## src/rtl/nanomamba_expert_scheduler.sv

```systemverilog
`timescale 1ns/1ps
`default_nettype none
// ============================================================================
// Module   : nanomamba_expert_scheduler
// Purpose  : Per-frame sequencer placed after the MOE router. It latches the
//            Q0.8 gate and picks an execution mode (E0 only, E1 only, both)
//            with hysteresis. It clock-enables and starts the selected expert
//            engines, waits for their completion, launches the blend stage
//            with the effective gate, and reports frame completion. A
//            per-frame watchdog aborts a frame that stalls.
// Ports    : clk, rst            - clock, synchronous active-high reset
//            i_gate_in/_valid    - router gate and its one-cycle qualifier
//            i_cfg_force         - 00 auto, 01 E0, 10 E1, 11 both
//            o_frame_ready       - scheduler idle, gate accepted
//            o_exp*_clk_en       - expert clock enables
//            o_exp*_start        - expert start pulses
//            i_exp*_done         - expert completion pulses
//            o_blend_start/_gate - blend launch pulse and effective gate
//            i_blend_done        - blend completion pulse
//            o_mode              - last decided mode
//            o_frame_done/_err   - end-of-frame pulse, abort flag
//            o_overrun           - sticky: gate dropped while busy
//            o_timeout_err       - sticky: a frame timed out
//            o_stat_*            - saturating frame statistics (optional)
// Options  : define SCHED_STATS_EN to add the statistics counters/ports.
// Revision : 1.0 - initial release
// ============================================================================
module nanomamba_expert_scheduler #(
  parameter int DATA_WIDTH = 8,
  parameter int TH_LO      = 64,
  parameter int TH_HI      = 192,
  parameter int HYST       = 8,
  parameter int WAKE_CYC   = 2,
  parameter int TIMEOUT    = 1023,
  parameter int TO_W       = 10
) (
  input  logic                  clk,
  input  logic                  rst,
  input  logic [DATA_WIDTH-1:0] i_gate_in,
  input  logic                  i_gate_valid,
  input  logic [1:0]            i_cfg_force,
  output logic                  o_frame_ready,
  output logic                  o_exp0_clk_en,
  output logic                  o_exp1_clk_en,
  output logic                  o_exp0_start,
  output logic                  o_exp1_start,
  input  logic                  i_exp0_done,
  input  logic                  i_exp1_done,
  output logic                  o_blend_start,
  output logic [DATA_WIDTH-1:0] o_blend_gate,
  input  logic                  i_blend_done,
  output logic [1:0]            o_mode,
  output logic                  o_frame_done,
  output logic                  o_frame_err,
  output logic                  o_overrun,
  output logic                  o_timeout_err
`ifdef SCHED_STATS_EN
  ,
  output logic [15:0]           o_stat_e0,
  output logic [15:0]           o_stat_e1,
  output logic [15:0]           o_stat_both,
  output logic [7:0]            o_stat_to
`endif
);

  typedef enum logic [2:0] {
    S_IDLE  = 3'd0,
    S_WAKE  = 3'd1,
    S_RUN   = 3'd2,
    S_BLEND = 3'd3,
    S_FIN   = 3'd4
  } state_t;

  // Two extra bits keep threshold sums/differences free of wrap-around.
  localparam int                c_CW       = DATA_WIDTH + 2;
  localparam logic [c_CW-1:0]   c_TH_LO    = c_CW'(TH_LO);
  localparam logic [c_CW-1:0]   c_TH_HI    = c_CW'(TH_HI);
  localparam logic [c_CW-1:0]   c_LO_HOLD  = c_CW'(TH_LO + HYST);
  localparam logic [c_CW-1:0]   c_HYST     = c_CW'(HYST);
  localparam logic [3:0]        c_WAKE     = 4'(WAKE_CYC);
  localparam logic [TO_W-1:0]   c_TO_LAST  = TO_W'(TIMEOUT - 1);

  state_t                r_state;
  logic [DATA_WIDTH-1:0] r_gate;
  logic [3:0]            r_wake_cnt;
  logic [TO_W-1:0]       r_to_cnt;
  logic                  r_run_first;
  logic                  r_blend_first;
  logic                  r_d0;
  logic                  r_d1;

  logic [c_CW-1:0]       w_g_ext;
  logic                  w_below_lo;
  logic                  w_above_hi;
  logic                  w_hold_e0;
  logic                  w_hold_e1;
  logic [1:0]            w_auto_mode;
  logic [1:0]            w_new_mode;
  logic                  w_d0_now;
  logic                  w_d1_now;
  logic                  w_all_done;
  logic                  w_to_hit;
  logic [DATA_WIDTH-1:0] w_blend_val;

  // --------------------------------------------------------------------------
  // Mode decision. o_mode doubles as the previous-frame mode for hysteresis.
  // --------------------------------------------------------------------------
  always_comb begin
    w_g_ext    = {2'b00, i_gate_in};
    w_below_lo = (w_g_ext < c_TH_LO);
    w_above_hi = (w_g_ext > c_TH_HI);
    w_hold_e0  = (w_g_ext < c_LO_HOLD);
    // gate > TH_HI - HYST rewritten so a large HYST cannot underflow
    w_hold_e1  = ((w_g_ext + c_HYST) > c_TH_HI);

    w_auto_mode = 2'b11;
    if (o_mode == 2'b01 && w_hold_e0) begin
      w_auto_mode = 2'b01;
    end else if (o_mode == 2'b10 && w_hold_e1) begin
      w_auto_mode = 2'b10;
    end else if (w_below_lo) begin
      w_auto_mode = 2'b01;
    end else if (w_above_hi) begin
      w_auto_mode = 2'b10;
    end

    w_new_mode = (i_cfg_force != 2'b00) ? i_cfg_force : w_auto_mode;
  end

  // --------------------------------------------------------------------------
  // Completion tracking. A done pulse during the start cycle is too early to
  // belong to this frame, so it is masked; unselected experts never count.
  // --------------------------------------------------------------------------
  always_comb begin
    w_d0_now    = i_exp0_done & o_mode[0] & ~r_run_first;
    w_d1_now    = i_exp1_done & o_mode[1] & ~r_run_first;
    w_all_done  = (~o_mode[0] | r_d0 | w_d0_now) &
                  (~o_mode[1] | r_d1 | w_d1_now);
    w_to_hit    = (r_to_cnt == c_TO_LAST);
    w_blend_val = r_gate;
    if (o_mode == 2'b01) begin
      w_blend_val = '0;
    end else if (o_mode == 2'b10) begin
      w_blend_val = '1;
    end
  end

  // --------------------------------------------------------------------------
  // Frame sequencer with registered outputs.
  // --------------------------------------------------------------------------
  always_ff @(posedge clk) begin
    if (rst) begin
      r_state       <= S_IDLE;
      r_gate        <= '0;
      r_wake_cnt    <= '0;
      r_to_cnt      <= '0;
      r_run_first   <= 1'b0;
      r_blend_first <= 1'b0;
      r_d0          <= 1'b0;
      r_d1          <= 1'b0;
      o_frame_ready <= 1'b1;
      o_exp0_clk_en <= 1'b0;
      o_exp1_clk_en <= 1'b0;
      o_exp0_start  <= 1'b0;
      o_exp1_start  <= 1'b0;
      o_blend_start <= 1'b0;
      o_blend_gate  <= '0;
      o_mode        <= 2'b11;
      o_frame_done  <= 1'b0;
      o_frame_err   <= 1'b0;
      o_overrun     <= 1'b0;
      o_timeout_err <= 1'b0;
    end else begin
      // single-cycle pulses default low
      o_exp0_start  <= 1'b0;
      o_exp1_start  <= 1'b0;
      o_blend_start <= 1'b0;
      o_frame_done  <= 1'b0;
      o_frame_err   <= 1'b0;

      if (i_gate_valid && r_state != S_IDLE) begin
        o_overrun <= 1'b1;
      end

      case (r_state)
        S_IDLE: begin
          if (i_gate_valid) begin
            r_gate        <= i_gate_in;
            o_mode        <= w_new_mode;
            o_exp0_clk_en <= w_new_mode[0];
            o_exp1_clk_en <= w_new_mode[1];
            o_frame_ready <= 1'b0;
            r_wake_cnt    <= 4'd1;
            r_state       <= S_WAKE;
          end
        end

        S_WAKE: begin
          if (r_wake_cnt >= c_WAKE) begin
            o_exp0_start <= o_mode[0];
            o_exp1_start <= o_mode[1];
            r_run_first  <= 1'b1;
            r_d0         <= 1'b0;
            r_d1         <= 1'b0;
            r_to_cnt     <= '0;
            r_state      <= S_RUN;
          end else begin
            r_wake_cnt <= r_wake_cnt + 4'd1;
          end
        end

        S_RUN: begin
          r_run_first <= 1'b0;
          r_to_cnt    <= r_to_cnt + 1'b1;
          // completion takes priority over a coincident timeout
          if (w_all_done) begin
            o_blend_start <= 1'b1;
            o_blend_gate  <= w_blend_val;
            r_blend_first <= 1'b1;
            r_state       <= S_BLEND;
          end else if (w_to_hit) begin
            o_frame_done  <= 1'b1;
            o_frame_err   <= 1'b1;
            o_timeout_err <= 1'b1;
            o_exp0_clk_en <= 1'b0;
            o_exp1_clk_en <= 1'b0;
            r_state       <= S_FIN;
          end else begin
            r_d0 <= r_d0 | w_d0_now;
            r_d1 <= r_d1 | w_d1_now;
          end
        end

        S_BLEND: begin
          r_blend_first <= 1'b0;
          r_to_cnt      <= r_to_cnt + 1'b1;
          if (i_blend_done && !r_blend_first) begin
            o_frame_done  <= 1'b1;
            o_exp0_clk_en <= 1'b0;
            o_exp1_clk_en <= 1'b0;
            r_state       <= S_FIN;
          end else if (w_to_hit) begin
            o_frame_done  <= 1'b1;
            o_frame_err   <= 1'b1;
            o_timeout_err <= 1'b1;
            o_exp0_clk_en <= 1'b0;
            o_exp1_clk_en <= 1'b0;
            r_state       <= S_FIN;
          end
        end

        S_FIN: begin
          o_frame_ready <= 1'b1;
          r_state       <= S_IDLE;
        end

        default: begin
          o_frame_ready <= 1'b1;
          o_exp0_clk_en <= 1'b0;
          o_exp1_clk_en <= 1'b0;
          r_state       <= S_IDLE;
        end
      endcase
    end
  end

`ifdef SCHED_STATS_EN
  // --------------------------------------------------------------------------
  // Saturating statistics, updated during the frame_done cycle.
  // --------------------------------------------------------------------------
  always_ff @(posedge clk) begin
    if (rst) begin
      o_stat_e0   <= '0;
      o_stat_e1   <= '0;
      o_stat_both <= '0;
      o_stat_to   <= '0;
    end else if (o_frame_done) begin
      if (o_frame_err) begin
        if (o_stat_to != '1) o_stat_to <= o_stat_to + 8'd1;
      end else begin
        case (o_mode)
          2'b01:   if (o_stat_e0 != '1)   o_stat_e0   <= o_stat_e0 + 16'd1;
          2'b10:   if (o_stat_e1 != '1)   o_stat_e1   <= o_stat_e1 + 16'd1;
          default: if (o_stat_both != '1) o_stat_both <= o_stat_both + 16'd1;
        endcase
      end
    end
  end
`else
  // statistics counters are not built in this configuration
`endif

endmodule
`default_nettype wire
```

## config.mk

```make
export PLATFORM = sky130hd
export DESIGN_NAME = nanomamba_expert_scheduler
export DESIGN_NICKNAME = d
export VERILOG_FILES = /design/src/rtl/nanomamba_expert_scheduler.sv
export SDC_FILE = /design/constraint.sdc
export NUM_CORES = 1
export LEC_CHECK = 0
export CORE_MARGIN = 8
export CORE_UTILIZATION = 45
export DETAILED_ROUTE_END_ITERATION = 16
export PLACE_DENSITY = 0.66
export SLEW_MARGIN = 5
export SYNTH_ARGS = -nofsm -noshare
export SYNTH_HDL_FRONTEND = slang
export SYNTH_SLANG_ARGS = --single-unit
```

## constraint.sdc

```tcl
create_clock -name clk -period 2.3 [get_ports clk]
set_clock_uncertainty 0.05 [all_clocks]
set_input_delay 0.46 -clock clk [delete_from_list [all_inputs] [get_ports clk]]
set_output_delay 0.46 -clock clk [all_outputs]
set_load 0.02 [all_outputs]
```

Word level (Yosys, flattened, before mapping)
Index checks and enable logic that the tools add are counted. Widths: inputs -> output; s select.

Bits in registers: 49. Input port bits: 16. Output and inout bits: 20.

$add $sub $neg: 3. Order comparisons: 5. Equality and inequality tests: 14. Mux-type cells: 52. Bitwise operators: 19. Reductions and logical operators: 28.

Operators with widths (count): $mux 1 (25); $pmux 10 s2 (1); $lt 8x7->1 const B (2); $mux 8 (2); $pmux 1 s2 (8); $mux 3 (5); $ne 2x2->1 const B (7); $reduce_and 2->1 (7); $pmux 3 s4 (1); $add 10x1->10 const B (1); $eq 10x10->1 const B (1); $mux 10 (1); $reduce_bool 2->1 (5); $add 8x4->9 const B (1); $gt 9x8->1 const B (1); $reduce_and 3->1 (3); $gt 8x8->1 const B (1); $mux 2 (4); $mux 4 (2); $not 1->1 (8); $pmux 1 s4 (2); $pmux 4 s2 (1); $eq 3x2->1 const B (2); $or 1x1->1 (6); 14 further kinds (24).

Longest topological paths before layout
Gate-level depths: netlist of run 1.

Depth in word-level cells: 8. Depth in mapped cells: 7. Depth with buffers taken out: 6.

Worst setup path after synthesis of run 1
Ideal clock, no wire load.

Path kind: register -> register. Start point: register r_wake_cnt[0]. End point: register r_to_cnt[7]. Setup time: 0.115 ns. Arrival: 1.547 ns. Setup slack: 0.589 ns. Cell stages (with the launch flop): 7. Path buffers: 0. Clock period less this slack: 1.711 ns. Path through: dfxtp_1 > inv_1 > ha_1 > or4_4 > a31oi_1 > nor3_1 > o21a_1.

Word-level cells in the longest chain between the ends: 3.

RTL lines: start, declared (RTL line 85) `logic [3:0] r_wake_cnt;`; start signal, assigned (RTL line 208) `r_wake_cnt <= r_wake_cnt + 4'd1;`; $ge 4x2->1 (RTL line 199) `if (r_wake_cnt >= c_WAKE) begin`; $ne 2x2->1 (no source line); $reduce_and 2->1 (no source line); end signal, assigned (RTL line 214) `r_to_cnt <= r_to_cnt + 1'b1;`; end signal, assigned (RTL line 236) `r_to_cnt <= r_to_cnt + 1'b1;`; end, declared (RTL line 86) `logic [TO_W-1:0] r_to_cnt;`.

No other way between the ends. A chain may end at the register's enable or synchronous reset.

Final worst setup path of run 1
Start point: register o_mode[1]. End point: output o_mode[1].

RTL lines: start, declared (RTL line 52) `output logic [1:0] o_mode,`; start signal, assigned (RTL line 189) `o_mode <= w_new_mode;`.

No word-level cell between the ends.

==> flow_summary.yaml, run 1 <==
pwr:
  intPower_uw: 1470
  total_leakage_power_uw: 0.00104
  power_frac_comb: 0.285
  switchingPower_uw: 718
  sequentialPowerShare: 0.465
  pwr_density_cell_nw_per_um2: 766
  switching_share: 0.328
  power.ir.vdd_worst_uv: 325
  clockPowerShare: 0.250
critical_path:
  critPathRequiredTime_ps: 1790
  critical_path.max_fanout: 13
  worst_path_max_delay_cell: "clkdlybuf4s50_1"
  worstSetupEndpointType: "primary output"
  crit_path_cell_trace: "clkdlybuf4s50_1"
  cpLargestDelayFamily: "buffers and inverters"
  critical_path.max_stage_delay_ps: 700
  path_class: "reg2out"
  regToRegSetupSlack_ps: 390
  setup.worst_path.start_class: "flip-flop"
  cp_num_buf_inv: 1
  arrival_ps: 1600
sta:
  slew-limit-headroom: 0.561
  report.final.setup_viol: 0
  fin_hold_ws_ps: 398
  worstMarginPinSlew_ps: 653
  finalWorstPathRequiredPeriod_ps: 2110
  max_freq_mhz: 474
  setup_repair_after_global_routing_missed_its_margin: "no"
  fin_crit_sh: 0.918
  drv_slew: 0
  setup-tns-final_ps: 0
  count_of_endpoints_failing_hold_in_the_final_timing_report: 0
flow_run:
  cap_violations: 0
grt:
  grt_first_pass_wirelength_um: 9170
  globalRoute.totalOverflow: 0
  grt_pass1_vias: 1891
  grt_max_degree: 25
  track_usage: 0.149
  antenna_violations_before_repair: 0
route:
  drt-pass1-iter-count: 4
  drc: 0
  routed_wirelength_um: 5400
  number_of_vias_after_detailed_routing: 2036
  ant_nets: 0
  vias_per_cell: 5.34
  initialDrtViolationCount: 113
  routed_wire_length_per_instance_um: 14.2
finish:
  synthToLayoutAreaGrowth_pct: 24.4
  final_nets: 330
  nFillCells: 504
  fraction_of_layout_cells_with_a_size_suffix_above_1: 0.0965
  antenna_cells: 0
placed_design:
  dp_hpwl_um: 4000
  portBuffers: 35
  globalplace.congestion: 0.842
yosys:
  yosys.area_share.simple: 0.243
  syn_nets: 292
  synth_top_cell_by_area: "dfxtp_1"
  yosys.area_share.xor_xnor: 0.0153
  synth_flop_cell: "dfxtp_1"
  syn_area_per_cell_um2: 8.45
  synth.top_cell.area_share: 0.427
  postSynthCellCount: 272
  post_synth_instance_area_um2: 2300
  synth_enable_flop_cells: 0
  synth_compound_gate_area_share: 0.198
  ys_seq_elements: 49
  synth.top_cells.by_area: "dfxtp_1, nor3_1, a21oi_1"
  synth.yosys.seq_area_share: 0.427
  netlist-cell-type-count: 45
  synthArstFlopShare: 0
  yosysWarnings: 0
  synthAdderAreaFrac: 0.0566
  synth_top_family_by_area: "simple AND/OR/NAND/NOR gates"
  synthMuxAreaShare: 0.0147
floorplan:
  rows: 26
  floorplan.die.width_um: 87.5
  io_pins: 36
  initial_utilization: 0.459
  core_area_um2: 5010
  floorplan.die.height_um: 87.5
  fp.dieArea_um2: 7650
clock_tree:
  clock-root-buffer: "clkbuf_8"
  cts_tree: "built"
  clk_latency_ps: 290
  tritoncts_num_sinks: 49
  h-tree-depth: 2
  cts-resized-gates: 0
  clkTransAtPathRegs_ps: 80
  ctsHoldBuffers: 0
  post_cts_buffers: 0
  num_cts_buffers: 5
  clock_tree.buffer_depth: 2
status:
  status: "finished clean"
min_path:
  holdCritPathClass: "reg2reg"
-- placed cells by master, fill, tap and decap left out, drive strengths merged, types with 6 or more instances in the layout --
cell type,Yosys,routed
o21ai,9,9
nand2,27,27
buf,7,12
inv,9,9
clkdlybuf4s50,0,35
maj3,8,8
dfxtp,49,49
a21oi,24,24
nand3,12,12
a31oi,6,6
clkbuf,9,7
nor2,19,19
nor3,27,27
-- metrics by stage --
step	utilization	instances	setup WS, ps	power [uW]	cell area [um2]
5_1_grt	0.570	381	125	2330	2860
2_1_floorplan	-	272	589	1430	2300
6_report	0.570	381	189	2190	2860
3_5_place_dp	0.550	373	185	1660	2760
3_3_place_gp	0.550	373	208	1660	2760
4_1_cts	0.570	381	184	2210	2860
-- final cells by class --
cell class | instances | area, um2 | area share
Clock inverter | 1 | 5.00 | 0.00175
Timing Repair Buffer | 47 | 440 | 0.154
Sequential cell | 49 | 981 | 0.343
Inverter | 9 | 33.8 | 0.0118
Tap cell | 70 | 87.6 | 0.0306
Multi-Input combinational cell | 198 | 1210 | 0.425
Clock buffer | 7 | 96.3 | 0.0337
-- metal layers --
layer  vias up  share of wire  GRT usage  routed length, um
met5         -              0          0                  0
met4         0         0.0022     0.0281                 12
met3         2          0.042     0.0368                228
met2        47           0.45      0.221               2410
met1       927           0.51      0.210               2740
li1       1060              -          -                  -
-- synthesized netlist by cell type (all sizes together), types with 2 or more instances --
library cell,instances
dfxtp,49
nor2b,4
a311oi,2
and2,2
xor2,4
a21oi,24
mux2,3
a211o,2
clkbuf,9
a211oi,5
and3,3
o31ai,2
ha,4
maj3,8
a221oi,3
nor3,27
inv,9
nand4,4
and4,3
buf,7
a31oi,6
nand2,27
nand2b,5
o21a,3
nand3,12
nor2,19
o21ai,9
o211ai,3
-- logic make-up after synthesis --
kind of cell / after synthesis
AOI/OAI and AO/OA: 68
xor gates and xnor gates: 4
adders and majority gates: 12
buffers and inverters: 25
DFF: 49
muxes: 3
and+or+nand+nor: 111
-- power groups by stage --
stage	clock network (uW)	logic (uW)	registers [uW]
after floorplan	0	406	1020
after global placement	0	622	1030
after detailed placement	0	627	1030
after CTS	561	629	1020
after global routing	607	695	1030
final	546	624	1020
-- worst paths after layout --
kind	startpoint	to	cells after the start
setup / recovery	o_mode[1]	o_mode[1]	1
hold / removal	o_timeout_err	o_timeout_err	2
setup reg to reg	r_wake_cnt[0]	r_to_cnt[7]	6
hold reg to reg	o_timeout_err	o_timeout_err	2
-- state kept, by name, summed over array words and instances, names as in the netlist --
signal         cells
o_blend_gate       8
o_blend_start      1
o_exp0_clk_en      1
o_exp0_start       1
o_exp1_clk_en      1
o_exp1_start       1
o_frame_done       1
o_frame_err        1
o_frame_ready      1
o_mode             2
o_overrun          1
o_timeout_err      1
r_blend_first      1
r_d0               1
r_d1               1
r_gate             8
r_run_first        1
r_state            3
r_to_cnt          10
r_wake_cnt         4
Power figures use the tool's default switching activity.
==> run 2, diff against run 1 <==
GPL_TIMING_DRIVEN = 1   (was unset)
==> results of run 2 <==
The final DEF is identical to that of run 1; final timing and power are the same.
==> run 3, diff against run 2 <==
CELL_PAD_IN_SITES_DETAIL_PLACEMENT = 0   (was unset)
CELL_PAD_IN_SITES_GLOBAL_PLACEMENT = 1   (was unset)
CORE_UTILIZATION = 35   (was 45)
PLACE_DENSITY = 0.68   (was 0.66)
==> run 3 against run 2 <==
- via count rose by 2.0%
- routed wire length rose by 9.4%
- first-iteration DRC count fell by 9.7%
- largest power group unchanged
- die area rose by 23%
- global-route usage fell by 2.2 points
- largest cell class unchanged
- sequential power barely moved
- core utilization fell by 12 points
- critical endpoint unchanged
- cell area rose by 0.70%
- clock-buffer cell count fell by 2
- hold slack barely moved
- maximum frequency fell by 0.99%
- critical path depth did not move
==> flow_summary.yaml, run 3 (same netlist as run 1, synthesis figures left out) <==
status:
  status: "finished clean"
floorplan:
  floorplan.die.height_um: 97.0
  floorplan.die.width_um: 97.0
  io_pins: 36
  initial_utilization: 0.362
  fp.dieArea_um2: 9410
  rows: 29
  core_area_um2: 6350
placed_design:
  dp_hpwl_um: 4350
  portBuffers: 35
  globalplace.congestion: 0.763
  placement.cell_area_um2: 2790
finish:
  most_common_cell_after_layout_fill_and_taps_aside: "dfxtp_1"
  reg.largest.list: "r_to_cnt (10), o_blend_gate (8), r_gate (8)"
  nFillCells: 638
  synthToLayoutAreaGrowth_pct: 25.3
  final_cell_mix: "dfxtp_1, clkdlybuf4s50_1, nand2_1, nor3_1, a21oi_1"
  fraction_of_layout_cells_with_a_size_suffix_above_1: 0.105
  antenna_cells: 0
  fin_area_um2: 2880
  regMostFlops: "r_to_cnt"
  final_nets: 333
  largest_register_ffs: 10
critical_path:
  critPathRequiredTime_ps: 1790
  crit_path_cell_trace: "clkdlybuf4s50_1"
  regToRegSetupSlack_ps: 320
  cp_num_buf_inv: 1
  cpLargestDelayFamily: "buffers and inverters"
  crit-reg2reg-capture: "r_d0"
  worst_path_max_delay_cell: "clkdlybuf4s50_1"
  setup.worst_path.start_class: "flip-flop"
  ff2ff_path_depth: 3
  worstSetupEndpointType: "primary output"
  critical_path.max_stage_delay_ps: 700
  crit-reg2reg-launch: "r_state[0]"
  arrival_ps: 1620
  crit_cells: 1
  critical_path.max_fanout: 13
  path_class: "reg2out"
min_path:
  hp-start: "o_timeout_err"
  worst_min_delay_path_endpoint: "o_timeout_err"
  holdCritPathClass: "reg2reg"
  hold_path_depth: 2
clock_tree:
  cts-resized-gates: 0
  num_cts_buffers: 5
  h-tree-depth: 2
  post_cts_buffers: 0
  clk_latency_ps: 310
  cts_tree: "built"
  clock_tree.buffer_depth: 2
  clock-root-buffer: "clkbuf_8"
  tritoncts_num_sinks: 49
  clkTransAtPathRegs_ps: 100
  ctsHoldBuffers: 0
pwr:
  pwr_density_cell_nw_per_um2: 764
  power.ir.vdd_worst_uv: 279
  total_leakage_power_uw: 0.00105
  power.total_uw: 2200
route:
  initialDrtViolationCount: 102
  routed_wire_length_per_instance_um: 15.1
  drt-pass1-iter-count: 4
  drc: 0
  vias_per_cell: 5.31
  routed_wirelength_um: 5900
  ant_nets: 0
  number_of_vias_after_detailed_routing: 2076
flow_run:
  cap_violations: 0
grt:
  grt_first_pass_wirelength_um: 10100
  track_usage: 0.127
  globalRoute.totalOverflow: 0
  grt_pass1_vias: 2022
  antenna_violations_before_repair: 0
  grt_max_degree: 18
sta:
  fin_crit_sh: 0.927
  setup-tns-final_ps: 0
  setup_repair_after_global_routing_missed_its_margin: "no"
  report.final.setup_viol: 0
  drv_slew: 0
  max_freq_mhz: 469
  fin_hold_ws_ps: 399
  count_of_endpoints_failing_hold_in_the_final_timing_report: 0
  slew-limit-headroom: 0.605
  worstMarginPinSlew_ps: 591
  finalWorstPathRequiredPeriod_ps: 2130
-- run 3: changes by cell type in the layout (fill, tap and decap cells not counted) --
| cell | change |
|---|---|
| inv_6 | +1 |
| clkbuf_8 | -2 |
| buf_4 | +3 |
| clkinvlp_4 | +1 |
-- run 3: final cells by class --
type | count | area (um2) | area share
multi-input combinational | 198 | 1210 | 0.422
sequential | 49 | 981 | 0.341
timing repair buffer | 50 | 463 | 0.161
tap | 77 | 96.3 | 0.0335
clock buffer | 5 | 68.8 | 0.0239
inverter | 9 | 33.8 | 0.0117
clock inverter | 3 | 21.3 | 0.00739
-- run 3: stage by stage --
| stage | util | cells | setup slack (ps) |
|---|---|---|---|
| floorplan | - | 272 | 589 |
| global placement | 0.439 | 383 | 204 |
| detailed placement | 0.439 | 383 | 165 |
| CTS | 0.453 | 391 | 155 |
| global route | 0.453 | 391 | 53.9 |
| finish | 0.453 | 391 | 168 |
-- run 3: how the worst max path moves through the flow --
stage | to | from
after floorplan | r_to_cnt[7] | r_wake_cnt[0]
final | o_mode[1] | o_mode[1]
after detailed placement | o_exp0_clk_en | i_exp1_done
after global routing | o_mode[1] | o_mode[1]
after CTS | o_mode[1] | o_mode[1]
after global placement | o_frame_done | i_exp1_done
-- run 3: layer usage --
layer	wire (um)	GRT usage	vias up
met5	0	0	-
met4	56	0.0355	0
met3	281	0.0384	8
met2	2510	0.185	46
met1	3060	0.174	958
li1	-	-	1064
-- run 3: power breakdown --
| group | switching, uW | leakage (uW) | internal, uW | total, uW |
|---|---|---|---|---|
| registers | 95.1 | 0.000398 | 923 | 1020 |
| logic | 362 | 0.000603 | 291 | 654 |
| clock network | 310 | 0.0000445 | 216 | 526 |
| total | 767 | 0.00105 | 1430 | 2200 |
-- run 3: tightest hold or removal path, stage by stage, from the launching register on --
cell and delay (ps):
dfxtp_1 320, inv_1 50, a21oi_1 50
==> edit, RTL diff (config.mk and constraints of run 2) <==
`TH_LO`: 64 -> 48.
--- a/src/rtl/nanomamba_expert_scheduler.sv
+++ b/src/rtl/nanomamba_expert_scheduler.sv
@@ -28,5 +28,5 @@
 module nanomamba_expert_scheduler #(
   parameter int DATA_WIDTH = 8,
-  parameter int TH_LO      = 64,
+  parameter int TH_LO      = 48,
   parameter int TH_HI      = 192,
   parameter int HYST       = 8,
Behaviour: not the same (a bounded check fails within 4 cycles, from zero or initial values and one cycle with rst high).
==> edit against run 2 <==
Cell count down 2.9%; wire length down 4.9%; clock power down 3%; setup slack better by 0.23 ns; sequential cell count unchanged; die area down 1.0%; cell area down 1.2%; hold slack better by 0.014 ns; total power down 14%; count of clock-buffer cells in the layout down 1; synthesized area down 1.3%; critical path type unchanged; largest cell class unchanged; highest routed layer unchanged.
==> edit: results (changes against run 2) <==
stage	metric	value	unit	change
cells_and_area	antennaDiodeCount	0		unchanged
timing	worstMarginPinSlew	0.5540	ns	was 0.6532 ns
yosys	synth_area_leaders	dfxtp_1 43%, nor2_1 5.0%, nand2_1 4.6%		was dfxtp_1 43%, nor3_1 5.9%, a21oi_1 5.2%
cells_and_area	drive_gt1_frac	0.09667		was 0.09646
critical_path	rr_worst_depth	4		was 6
placed_design	gp_congestion	0.7894		was 0.8421
placed_design	place_ws	0.1588	ns	was 0.1853 ns
yosys	synth_common_cells	49 x dfxtp_1, 30 x nor2_1, 28 x nand2_1		was 49 x dfxtp_1, 27 x nand2_1, 27 x nor3_1
yosys	synth-compound-area-share	0.1473		was 0.1983
grt	grt_util_all_layers	0.1463		was 0.1490
worst_hold_path	min_path_type	reg2reg		unchanged
yosys	synth-xor-area-share	0.01931		was 0.01525
clock_tree	clk_latency	0.30	ns	
yosys	synthArstFlopShare	0		unchanged
clock_tree	numCtsBuffers	5		unchanged
pwr	pg_comb	407	uW	was 624 uW
grt	grt_pass1_wl	8.880	mm	was 9.170 mm
placed_design	port_buffers	35		unchanged
pwr	power_leakage	1.094	nW	was 1.042 nW
yosys	ys_seq_area_frac	0.4324		was 0.4270
status	status	completed		unchanged
critical_path	path_delay_family	buffers and inverters		unchanged
cells_and_area	top_regs	r_to_cnt: 10 flops, o_blend_gate: 8 flops, r_gate: 8 flops		unchanged
placed_design	hpwl	3.767	mm	was 4.000 mm
critical_path	critPathArrivalTime	1.37	ns	was 1.60 ns
placed_design	dp_cells	362		was 373
drt	drt-total-wl	5.133	mm	was 5.395 mm
yosys	synth_fa_ha_area_frac	0.05736		was 0.05664
grt	grt_max_degree	36		was 25
yosys	yosys-mux-area-fraction	0.03530		was 0.01471
drt	wl_per_cell	13.87	um	was 14.16 um
pwr	power	1.882	mW	was 2.188 mW
critical_path	crit_path_max_fanout	5		was 13
pwr	power_clock	529	uW	was 546 uW
clock_tree	root_buffer	clkbuf_8		unchanged
clock_tree	postCtsSetupBuffers	0		unchanged
yosys	syn-num-nets	282		was 292
pwr	power.switching	557.5	uW	was 718.3 uW
yosys	ys_types	53		was 45
yosys	yosys_most_used_dff	dfxtp_1		unchanged
job	maxCapViolations	0		unchanged
drt	viasPerCell	5.178		was 5.344
yosys	ys_warn_count	0		unchanged
critical_path	cp_slowest_cell	clkdlybuf4s50_1		unchanged
cells_and_area	nFillCells	455		was 504
critical_path	cpPeakStageDelay	0.64	ns	was 0.70 ns
worst_hold_path	whs_path_depth	2		unchanged
cells_and_area	fin_nets	319		was 330
clock_tree	cts.repair.resized	0		unchanged
yosys	syn_inst	262		was 272
pwr	vdd_drop_max	0.0002888	V	was 0.0003251 V
grt	grt_pass1_vias	1901		was 1891
drt	drtIter0Drc	121		was 113
placed_design	placed_cell_area	2728	um^2	was 2756 um^2
edit: per-layer routing:
metal	vias to the layer above	share of wire	track usage
met3	2	0.049	0.04528
met1	891	0.50	0.1888
met5	-	0	0
li1	986	-	-
met4	0	0.0053	0.04069
met2	37	0.44	0.2276
edit: final cells by class:
cell class	count	area [um^2]	share of cell area
repair buffers	44	430.4	0.1524
inverters	12	45.04	0.01595
multi-input cells	187	1184	0.4191
clock inverters	2	13.76	0.004874
flip-flops and latches	49	980.9	0.3474
clock buffers	6	82.58	0.02924
well taps	70	87.58	0.03101
edit: worst paths after layout:
kind | startpoint | to | slack [ns]
worst max-delay path | o_mode[0]$_SDFFE_PP1P_ | o_mode[0] | 0.42
worst min-delay path | r_gate[0]$_SDFFE_PP0P_ | r_gate[0]$_SDFFE_PP0P_ | 0.41
worst max register to register | r_state[1]$_SDFFE_PP0P_ | r_to_cnt[6]$_SDFFE_PP0P_ | 0.49
worst min register to register | r_gate[0]$_SDFFE_PP0P_ | r_gate[0]$_SDFFE_PP0P_ | 0.41
